<file path="src/rtl/uart_host_tx.sv">
// Host-side UART transmitter: byte FIFO with valid/ready input, serialised
// LSB-first as start/data/[parity]/stop frames at a runtime bit period.
`timescale 1ns/1ps
module uart_host_tx #(
    parameter int FIFO_DEPTH = 4,
    parameter int PARITY_EN  = 0,
    parameter int PARITY_ODD = 0,
    parameter int STOP_BITS  = 1
) (
    input  logic                          clk_i,
    input  logic                          rst_ni,
    input  logic [15:0]                   div_i,
    input  logic [7:0]                    data_i,
    input  logic                          valid_i,
    output logic                          ready_o,
    output logic                          tx_o,
    output logic                          busy_o,
    output logic [$clog2(FIFO_DEPTH):0]   fifo_count_o
);

    localparam int   PTR_W   = $clog2(FIFO_DEPTH);
    localparam int   CNT_W   = PTR_W + 1;
    localparam logic PAR_EN  = (PARITY_EN != 0);
    localparam logic PAR_ODD = (PARITY_ODD != 0);

    typedef enum logic [2:0] {
        ST_IDLE   = 3'd0,
        ST_START  = 3'd1,
        ST_DATA   = 3'd2,
        ST_PARITY = 3'd3,
        ST_STOP   = 3'd4
    } state_t;

    function automatic logic parity_of(input logic [7:0] b, input logic odd);
        return (^b) ^ odd;
    endfunction

    state_t             state_r, state_s;
    logic [7:0]         mem_r [FIFO_DEPTH];
    logic [PTR_W-1:0]   wr_ptr_r, rd_ptr_r;
    logic [CNT_W-1:0]   count_r;
    logic [7:0]         shift_r;
    logic               par_r;
    logic [15:0]        div_r;
    logic [16:0]        cnt_r, cnt_s;
    logic [2:0]         idx_r, idx_s;
    logic               tx_r, tx_s;
    logic               pop_s, push_s, shift_en_s;
    logic [7:0]         head_s;
    logic [15:0]        div_load_s;
    logic [16:0]        load_cnt_s, bit_cnt_s, stop_cnt_s;

    assign push_s     = valid_i && ready_o;
    assign head_s     = mem_r[rd_ptr_r];
    assign div_load_s = (div_i == 16'd0) ? 16'd1 : div_i;
    assign load_cnt_s = {1'b0, div_load_s} - 17'd1;
    assign bit_cnt_s  = {1'b0, div_r} - 17'd1;
    // Stop phase is one counter run covering all stop bits.
    assign stop_cnt_s = ((STOP_BITS == 2) ? {div_r, 1'b0} : {1'b0, div_r}) - 17'd1;

    assign ready_o      = (count_r != CNT_W'(FIFO_DEPTH));
    assign busy_o       = (state_r != ST_IDLE) || (count_r != {CNT_W{1'b0}});
    assign fifo_count_o = count_r;
    assign tx_o         = tx_r;

    // Next-state, bit-counter and line-level decode for the frame FSM.
    always_comb begin
        state_s    = state_r;
        cnt_s      = cnt_r;
        idx_s      = idx_r;
        tx_s       = 1'b1;
        pop_s      = 1'b0;
        shift_en_s = 1'b0;
        case (state_r)
            ST_IDLE: begin
                if (count_r != {CNT_W{1'b0}}) begin
                    pop_s   = 1'b1;
                    cnt_s   = load_cnt_s;
                    state_s = ST_START;
                end else begin
                    state_s = ST_IDLE;
                end
            end
            ST_START: begin
                tx_s = 1'b0;
                if (cnt_r == 17'd0) begin
                    cnt_s   = bit_cnt_s;
                    idx_s   = 3'd0;
                    state_s = ST_DATA;
                end else begin
                    cnt_s = cnt_r - 17'd1;
                end
            end
            ST_DATA: begin
                tx_s = shift_r[0];
                if (cnt_r == 17'd0) begin
                    shift_en_s = 1'b1;
                    if (idx_r == 3'd7) begin
                        if (PAR_EN) begin
                            cnt_s   = bit_cnt_s;
                            state_s = ST_PARITY;
                        end else begin
                            cnt_s   = stop_cnt_s;
                            state_s = ST_STOP;
                        end
                    end else begin
                        idx_s = idx_r + 3'd1;
                        cnt_s = bit_cnt_s;
                    end
                end else begin
                    cnt_s = cnt_r - 17'd1;
                end
            end
            ST_PARITY: begin
                tx_s = par_r;
                if (cnt_r == 17'd0) begin
                    cnt_s   = stop_cnt_s;
                    state_s = ST_STOP;
                end else begin
                    cnt_s = cnt_r - 17'd1;
                end
            end
            ST_STOP: begin
                tx_s = 1'b1;
                if (cnt_r == 17'd0) begin
                    // Chain straight into the next frame when data is waiting.
                    if (count_r != {CNT_W{1'b0}}) begin
                        pop_s   = 1'b1;
                        cnt_s   = load_cnt_s;
                        state_s = ST_START;
                    end else begin
                        state_s = ST_IDLE;
                    end
                end else begin
                    cnt_s = cnt_r - 17'd1;
                end
            end
            default: begin
                state_s = ST_IDLE;
            end
        endcase
    end

    // Frame FSM state register.
    always_ff @(posedge clk_i or negedge rst_ni) begin
        if (!rst_ni) begin
            state_r <= ST_IDLE;
        end else begin
            state_r <= state_s;
        end
    end

    // Frame datapath: bit timer, shift register, latched divider and line flop.
    always_ff @(posedge clk_i or negedge rst_ni) begin
        if (!rst_ni) begin
            cnt_r   <= 17'd0;
            idx_r   <= 3'd0;
            shift_r <= 8'd0;
            par_r   <= 1'b0;
            div_r   <= 16'd1;
            tx_r    <= 1'b1;
        end else begin
            cnt_r <= cnt_s;
            idx_r <= idx_s;
            tx_r  <= tx_s;
            if (pop_s) begin
                shift_r <= head_s;
                par_r   <= parity_of(head_s, PAR_ODD);
                div_r   <= div_load_s;
            end else if (shift_en_s) begin
                shift_r <= {1'b0, shift_r[7:1]};
            end
        end
    end

    // Byte FIFO storage, pointers and occupancy.
    always_ff @(posedge clk_i or negedge rst_ni) begin
        if (!rst_ni) begin
            for (int i = 0; i < FIFO_DEPTH; i++) begin
                mem_r[i] <= 8'd0;
            end
            wr_ptr_r <= {PTR_W{1'b0}};
            rd_ptr_r <= {PTR_W{1'b0}};
            count_r  <= {CNT_W{1'b0}};
        end else begin
            if (push_s) begin
                mem_r[wr_ptr_r] <= data_i;
                wr_ptr_r        <= wr_ptr_r + PTR_W'(1);
            end
            if (pop_s) begin
                rd_ptr_r <= rd_ptr_r + PTR_W'(1);
            end
            case ({push_s, pop_s})
                2'b10:   count_r <= count_r + CNT_W'(1);
                2'b01:   count_r <= count_r - CNT_W'(1);
                default: count_r <= count_r;
            endcase
        end
    end

endmodule
</file>
<file path="config.mk">
export PLATFORM = sky130hd
export DESIGN_NAME = uart_host_tx
export DESIGN_NICKNAME = d
export VERILOG_FILES = /design/src/rtl/uart_host_tx.sv
export SDC_FILE = /design/constraint.sdc
export NUM_CORES = 1
export LEC_CHECK = 0
export ABC_AREA = 1
export CAP_MARGIN = 25
export CORE_MARGIN = 5
export CORE_UTILIZATION = 55
export DETAILED_ROUTE_END_ITERATION = 10
export PLACE_DENSITY_LB_ADDON = 0.15
export SLEW_MARGIN = 20
export SYNTH_ARGS = -nofsm -noshare
export SYNTH_HDL_FRONTEND = slang
export SYNTH_SLANG_ARGS = --single-unit
</file>
<file path="constraint.sdc">
create_clock -name clk_i -period 2.55 [get_ports clk_i]
set_input_delay 0.3825 -clock clk_i [delete_from_list [all_inputs] [get_ports clk_i]]
set_output_delay 0.3825 -clock clk_i [all_outputs]
set_load 0.02 [all_outputs]
</file>
==> qor_table.md, run 1 <==
| Result | Value | Unit |
|---|---|---|
| Slew of the pin with the lowest slew margin | 0.603 | ns |
| Final-stage net count | 854 | - |
| Net Count, Synth | 808 | - |
| Most area-hungry cell type in the Yosys netlist | dfrtp_1 | - |
| Share of cells above drive strength 1 | 0.0901 | - |
| Largest net degree at the start of global routing | 47 | - |
| Number of H-tree branching levels | 3 | - |
| Post-Syn Area | 0.00560 | sq mm |
| Final RePlAce weighted congestion | 0.990 | - |
| Number of antenna violations at the first check in global routing | 0 | - |
| Height of the chip | 111 | microns |
| Antenna fix cells | 0 | - |
| Ys Warns | 0 | - |
| Count of antenna-violating nets left after detailed routing | 0 | - |
| Clk_skew | 0.0143 | ns |
| Maxcap violations | 0 | - |
| Cell-by-cell trace of the critical path | inv_1 -> ha_1 -> nand3_1 -> nor2_2 -> nand2_4 -> nand2_4 -> nand3_4 -> clkinv_1 -> ha_1 -> inv_1 -> fa_1 -> a21oi_1 -> o21ai_0 -> xor2_1 | - |
| Highest cell delay on the worst timing path | 0.38 | ns |
| Worst rel slew slack | 0.598 | - |
| Leading cell type by number of instances after synthesis | nand2_1 | - |
| Power per unit of standard cell area | 1270 | mW/mm^2 |
| Residual overflow from global routing | 0 | - |
| Cell internal pwr | 0.00423 | W |
| X dimension of the die | 111 | microns |
| Clock latency reported for the late side of the worst-skew pair | 0.37 | ns |
| R2R Path Start | cnt_r[1] | - |
| Final hold viol count | 0 | - |
| Proportion of synthesized chip area in sequential cells | 0.394 | - |
| Worst setup SP type | register | - |
| Number of buffers created by CTS | 9 | - |
| Switching part of the total power | 0.480 | - |
| Buffers from clock root to sink, at most | 2 | - |
| Vias in the first global route | 5287 | - |
| # clock sinks | 88 | - |
| Share of synthesized registers carrying an async set or reset | 1.00 | - |
| Register-to-register path setup slack | 0.14 | ns |
| Number of buffers inserted by hold repair at cts | 0 | - |
| Critical path capture point type | register | - |
| FF-to-FF End | fifo_count_o[2] | - |
| Vias | 5391 | - |
| Clock-pin transition on the worst setup and hold timing paths | 0.10 | ns |
| Post-Synthesis Cells | 770 | - |
| Prevailing post-synth register cell | dfrtp_1 | - |
| Setup CP Type | reg -> reg | - |
| Vias per std cell | 5.65 | - |
| Setup_tns | 0 | ns |
| Max-slew violation count | 0 | - |
| Buffers plus inverters on the worst setup path | 3 | - |
| Synthesized flop and latch total | 88 | - |
| Final Instance Area | 0.00639 | sq mm |
| Wire length of the first global-routing pass | 26.7 | mm |
| DRC marker count from the first detailed-route iteration | 503 | - |
| Dpl hpwl | 12.0 | mm |
| Initial Utilization | 0.568 | - |
| Switching pwr | 0.00391 | W |
| Global router's overall resource usage | 0.270 | - |
| Largest delay contributor family on the critical path | adder cells | - |
| Static Leakage | 3.10 | nW |
| Area fraction of the dominant cell type after synthesis | 0.384 | - |
| Placed standard-cell area | 0.00612 | sq mm |
| Area of the placeable core | 0.00986 | sq mm |
| EDFF count, synth | 0 | - |
| Sequential fraction of design power | 0.326 | - |
| Top achievable clock speed | 415 | MHz |
| Data arrival time at the worst-slack endpoint | 2.65 | ns |
| Count of buffers inserted at the top-level ports | 32 | - |
| Synth top area cells | dfrtp_1, nand2_1, o21ai_0 | - |
| Count of unique library cells instantiated by Yosys | 48 | - |
| Worst-path fanout max | 5 | - |
| Routed wirelength normalized by instance count | 16.9 | microns |
| Post-route minimum period | 2.41 | ns |
| Synth Area per Inst | 7.27 | sq um |
| Classification of the worst-slack hold path | in -> async | - |
| RSZ-0062 raised after global routing | false | - |
| Layout area overhead | 14.1 | % |
| Combinational share of power | 0.538 | - |
| Largest voltage drop on the vdd net | 0.000958 | V |
| Cells on worst reg2reg path | 14 | - |
| Cell depth of the worst setup path | 14 | - |
| Final wirelength | 16.1 | mm |
| Final core occ | 0.647 | - |
| Most frequent cells after synthesis | nand2_1, o21ai_0, inv_1 | - |
| Clock tree from TritonCTS | built | - |
| DIE AREA | 0.0123 | sq mm |
| Outcome | complete, no violations | - |
| Part of the power in the clock network | 0.136 | - |
| Number of detailed-routing iterations run before antenna repair | 5 | - |
| IO Pins | 33 | - |
| Drt drc | 0 | - |
| Number of rows created at floorplan | 36 | - |
| Cell at the root of the clock tree | clkbuf_8 | - |
| Final setup vio count | 0 | - |
| Data required time of the worst path | 2.79 | ns |
| Share of the cycle needed by the critical path after routing | 0.945 | - |
| Cell with the largest stage delay on the worst path | dfrtp_1 | - |
## through the flow
step,total power (W),setup slack (ns),instances,hold WS [ns]
after floorplan,0.00564,0.146,770,0.0869
after global placement,0.00673,0.126,933,0.410
after detailed placement,0.00688,0.133,933,0.424
after CTS,0.00801,0.0609,949,0.0267
after global routing,0.00883,0.0187,954,0.0544
final,0.00814,0.139,954,0.0101
## final cells by class
cell class,count,area (sq um)
clock buffers,10,128
repair buffers,54,495
flip-flops and latches,88,2200
well taps,133,166
clock inverters,6,93.8
inverters,96,360
fillers,855,3480
multi-input cells,567,2940
## power by group through the flow
stage	registers [W]	logic [W]	clock network [W]
final	0.00265	0.00438	0.00111
after global routing	0.00274	0.00491	0.00118
after CTS	0.00264	0.00426	0.00112
after detailed placement	0.00266	0.00422	0
after global placement	0.00263	0.00411	0
after floorplan	0.00250	0.00314	0
## flip-flops by register name, indices dropped and copies added (netlist names)
register and cells:
div_r 16, rd_ptr_r 2, cnt_r 17, idx_r 3
shift_r 8, par_r 1, mem_r 32, wr_ptr_r 2
fifo_count_o 3, state_r 3, tx_o 1
## timing repair
item | in CTS | in global routing
buffers inserted | 0 | 5
resized for setup | 0 | 2
hold endpoints to repair | 0 | 0
setup endpoints to repair | 0 | 2
## cells by family after synthesis
kind of cell	after synthesis	synth area share
simple gates	380	0.308
compound gates	153	0.154
buf+inv	115	0.0820
flops	88	0.394
xor+xnor	22	0.0344
fa+ha+maj	11	0.0259
mux	1	0.00179
## layout by cell type, fill, tap and decap left out, types with 5 or more instances in the layout
| master | netlist | layout |
|---|---|---|
| clkbuf_8 | 0 | 9 |
| xor2_1 | 18 | 18 |
| inv_1 | 89 | 88 |
| nand2_2 | 5 | 5 |
| nand2_1 | 184 | 184 |
| o21ai_0 | 90 | 90 |
| ha_1 | 10 | 10 |
| nand4_1 | 8 | 8 |
| nor2_2 | 7 | 8 |
| nand3_1 | 66 | 66 |
| o221ai_1 | 5 | 5 |
| buf_4 | 2 | 22 |
| nor3_1 | 12 | 12 |
| clkdlybuf4s50_1 | 0 | 31 |
| inv_2 | 6 | 7 |
| nor2_4 | 5 | 5 |
| a21oi_1 | 28 | 28 |
| nor2_1 | 79 | 78 |
| dfrtp_1 | 86 | 86 |
## metal layers
layer / up-vias / global-route usage / routed length, microns
met3: 32 / 0.0475 / 1160
met1: 2511 / 0.385 / 7400
li1: 2628 / - / -
met2: 220 / 0.409 / 7160
met5: - / 0 / 0
met4: 0 / 0.103 / 388
## worst max path at each step
stage          startpoint         endpoint  slack [ns]
2_1_floorplan    cnt_r[0]  fifo_count_o[2]        0.15
3_3_place_gp     div_i[5]         cnt_r[9]        0.13
3_5_place_dp     div_i[5]         cnt_r[9]        0.13
4_1_cts        state_r[0]           busy_o        0.06
5_1_grt          cnt_r[1]  fifo_count_o[2]        0.02
6_report         cnt_r[1]  fifo_count_o[2]        0.14
No activity file was read; power rests on OpenSTA's default activity.
==> run 2: changes to the inputs <==
Settings changed: CORE_UTILIZATION 55 to 45, GPL_TIMING_DRIVEN set to 0.
==> qor_table.md, run 2 (same netlist as run 1, synthesis figures left out) <==
| Result | Value | Unit |
|---|---|---|
| Outcome | complete, no violations | - |
| Clk_skew | 0.00951 | ns |
| Wire length of the first global-routing pass | 26.5 | mm |
| Number of fillers in the final layout | 1206 | - |
| Worst setup SP type | register | - |
| Number of antenna violations at the first check in global routing | 0 | - |
| Final wirelength | 16.6 | mm |
| Height of the chip | 122 | microns |
| Count of buffers inserted at the top-level ports | 32 | - |
| Drt drc | 0 | - |
| Register-to-register path setup slack | 0.17 | ns |
| Layout area overhead | 16.9 | % |
| Share of the cycle needed by the critical path after routing | 0.935 | - |
| Number of rows created at floorplan | 40 | - |
| Placed standard-cell area | 0.00616 | sq mm |
| Clock-pin transition on the worst setup and hold timing paths | 0.07 | ns |
| Classification of the worst-slack hold path | in -> async | - |
| DRC marker count from the first detailed-route iteration | 392 | - |
| Number of buffers created by CTS | 9 | - |
| Vias per std cell | 5.47 | - |
| # clock sinks | 88 | - |
| Power per unit of standard cell area | 1290 | mW/mm^2 |
| Residual overflow from global routing | 0 | - |
| IO Pins | 33 | - |
| Largest net degree at the start of global routing | 60 | - |
| Initial Utilization | 0.462 | - |
| Global router's overall resource usage | 0.231 | - |
| Routed wirelength normalized by instance count | 16.7 | microns |
| Final hold viol count | 0 | - |
| Worst rel slew slack | 0.620 | - |
| Commonest non-fill, non-tap cell in the layout | nand2_1 | - |
| Final Total Pwr | 0.00846 | W |
| Commonest cells after routing, fill and taps aside | nand2_1, o21ai_0, inv_1, dfrtp_1, nor2_1 | - |
| Area of the placeable core | 0.0121 | sq mm |
| Final setup vio count | 0 | - |
| Worst-path fanout max | 8 | - |
| X dimension of the die | 122 | microns |
| Post-route minimum period | 2.39 | ns |
| Data required time of the worst path | 2.17 | ns |
| Clock tree from TritonCTS | built | - |
| Critical path capture point type | output port | - |
| DIE AREA | 0.0148 | sq mm |
| Final Instance Area | 0.00655 | sq mm |
| Vias | 5446 | - |
| Register with the most flip-flops | mem_r | - |
| Top achievable clock speed | 419 | MHz |
| R2R Path Start | cnt_r[0] | - |
| Cell at the root of the clock tree | clkbuf_16 | - |
| Buffers from clock root to sink, at most | 2 | - |
| Count of antenna-violating nets left after detailed routing | 0 | - |
| Data arrival time at the worst-slack endpoint | 2.00 | ns |
| Max-slew violation count | 0 | - |
| Number of detailed-routing iterations run before antenna repair | 7 | - |
| Final RePlAce weighted congestion | 0.952 | - |
| Start point of the critical path | fifo_count_o[0] | - |
| Setup CP Type | reg -> out | - |
| Antenna fix cells | 0 | - |
| Slew of the pin with the lowest slew margin | 0.571 | ns |
| Share of cells above drive strength 1 | 0.0907 | - |
| Dpl hpwl | 12.2 | mm |
| Number of flip-flops in the largest register | 32 | - |
| Maxcap violations | 0 | - |
| Final-stage net count | 860 | - |
| Biggest regs | mem_r x32, cnt_r x17, div_r x16 | - |
| Clock latency reported for the late side of the worst-skew pair | 0.36 | ns |
| Static Leakage | 3.13 | nW |
| Number of H-tree branching levels | 3 | - |
| Vias in the first global route | 5166 | - |
| Largest voltage drop on the vdd net | 0.000623 | V |
[run 2: cell count changes in the layout (fill, tap and decap cells not counted), sizes merged]
cell / change
clkbuf: +10
dlygate4sd3: +1
buf: -5
inv: +1
clkinvlp: +2
bufinv: -1
clkinv: -2
[run 2: critical path, cell delays in order (launching register included)]
cell and delay, ns:
dfrtp_1 0.42, nor2_1 0.09, nand2_2 0.24, clkinvlp_4 0.20, nand2_1 0.10, clkdlybuf4s50_1 0.60
[run 2: layout make-up]
cell class,instances,area (sq um),area share
plain buffers,18,95.1,0.0145
clock buffers,10,229,0.0350
clock inverters,6,72.6,0.0111
inverters,96,369,0.0564
multi-input cells,567,2950,0.450
flip-flops and latches,88,2200,0.337
well taps,168,210,0.0321
repair buffers,42,419,0.0640
[run 2: worst paths after layout]
| check | to | cells past startpoint |
|---|---|---|
| worst max-delay path | busy_o | 5 |
| worst min-delay path | cnt_r[4] | 2 |
| worst max register to register | fifo_count_o[2] | 14 |
| worst min register to register | mem_r[21] | 2 |
| max in group asynchronous | tx_o | 3 |
| min in group clk_i | mem_r[21] | 2 |
[run 2: power breakdown]
| part | total (W) | switching (W) | leakage, nW | internal [W] |
|---|---|---|---|---|
| registers | 0.00260 | 0.000525 | 1.08 | 0.00207 |
| clock network | 0.00139 | 0.000616 | 0.144 | 0.000773 |
| logic | 0.00447 | 0.00287 | 1.90 | 0.00160 |
[run 2: per-stage QoR]
step / hold WS, ns / util / TNS (ns) / setup slack, ns / cells
floorplan: 0.0869 / - / 0 / 0.146 / 770
global placement: 0.462 / 0.506 / -194.06 / -2.24 / 970
detailed placement: 0.295 / 0.508 / -0.364 / -0.282 / 971
CTS: 0.488 / 0.537 / 0 / 0.00145 / 990
global route: 0.500 / 0.540 / -0.00139 / -0.00139 / 995
finish: 0.478 / 0.540 / 0 / 0.165 / 995
[run 2: timing repair]
item	4_1_cts	5_1_grt
setup endpoints to repair	3	3
hold endpoints to repair	28	0
gates resized for setup	5	4
hold buffers	1	0
buffers inserted	3	5
pin swaps	0	3
[run 2: metal layers]
layer | up-vias | GRT usage | share of wire
li1 | 2638 | - | -
met5 | - | 0 | 0
met4 | 0 | 0.0819 | 0.021
met3 | 27 | 0.0539 | 0.081
met1 | 2573 | 0.332 | 0.47
met2 | 208 | 0.342 | 0.43
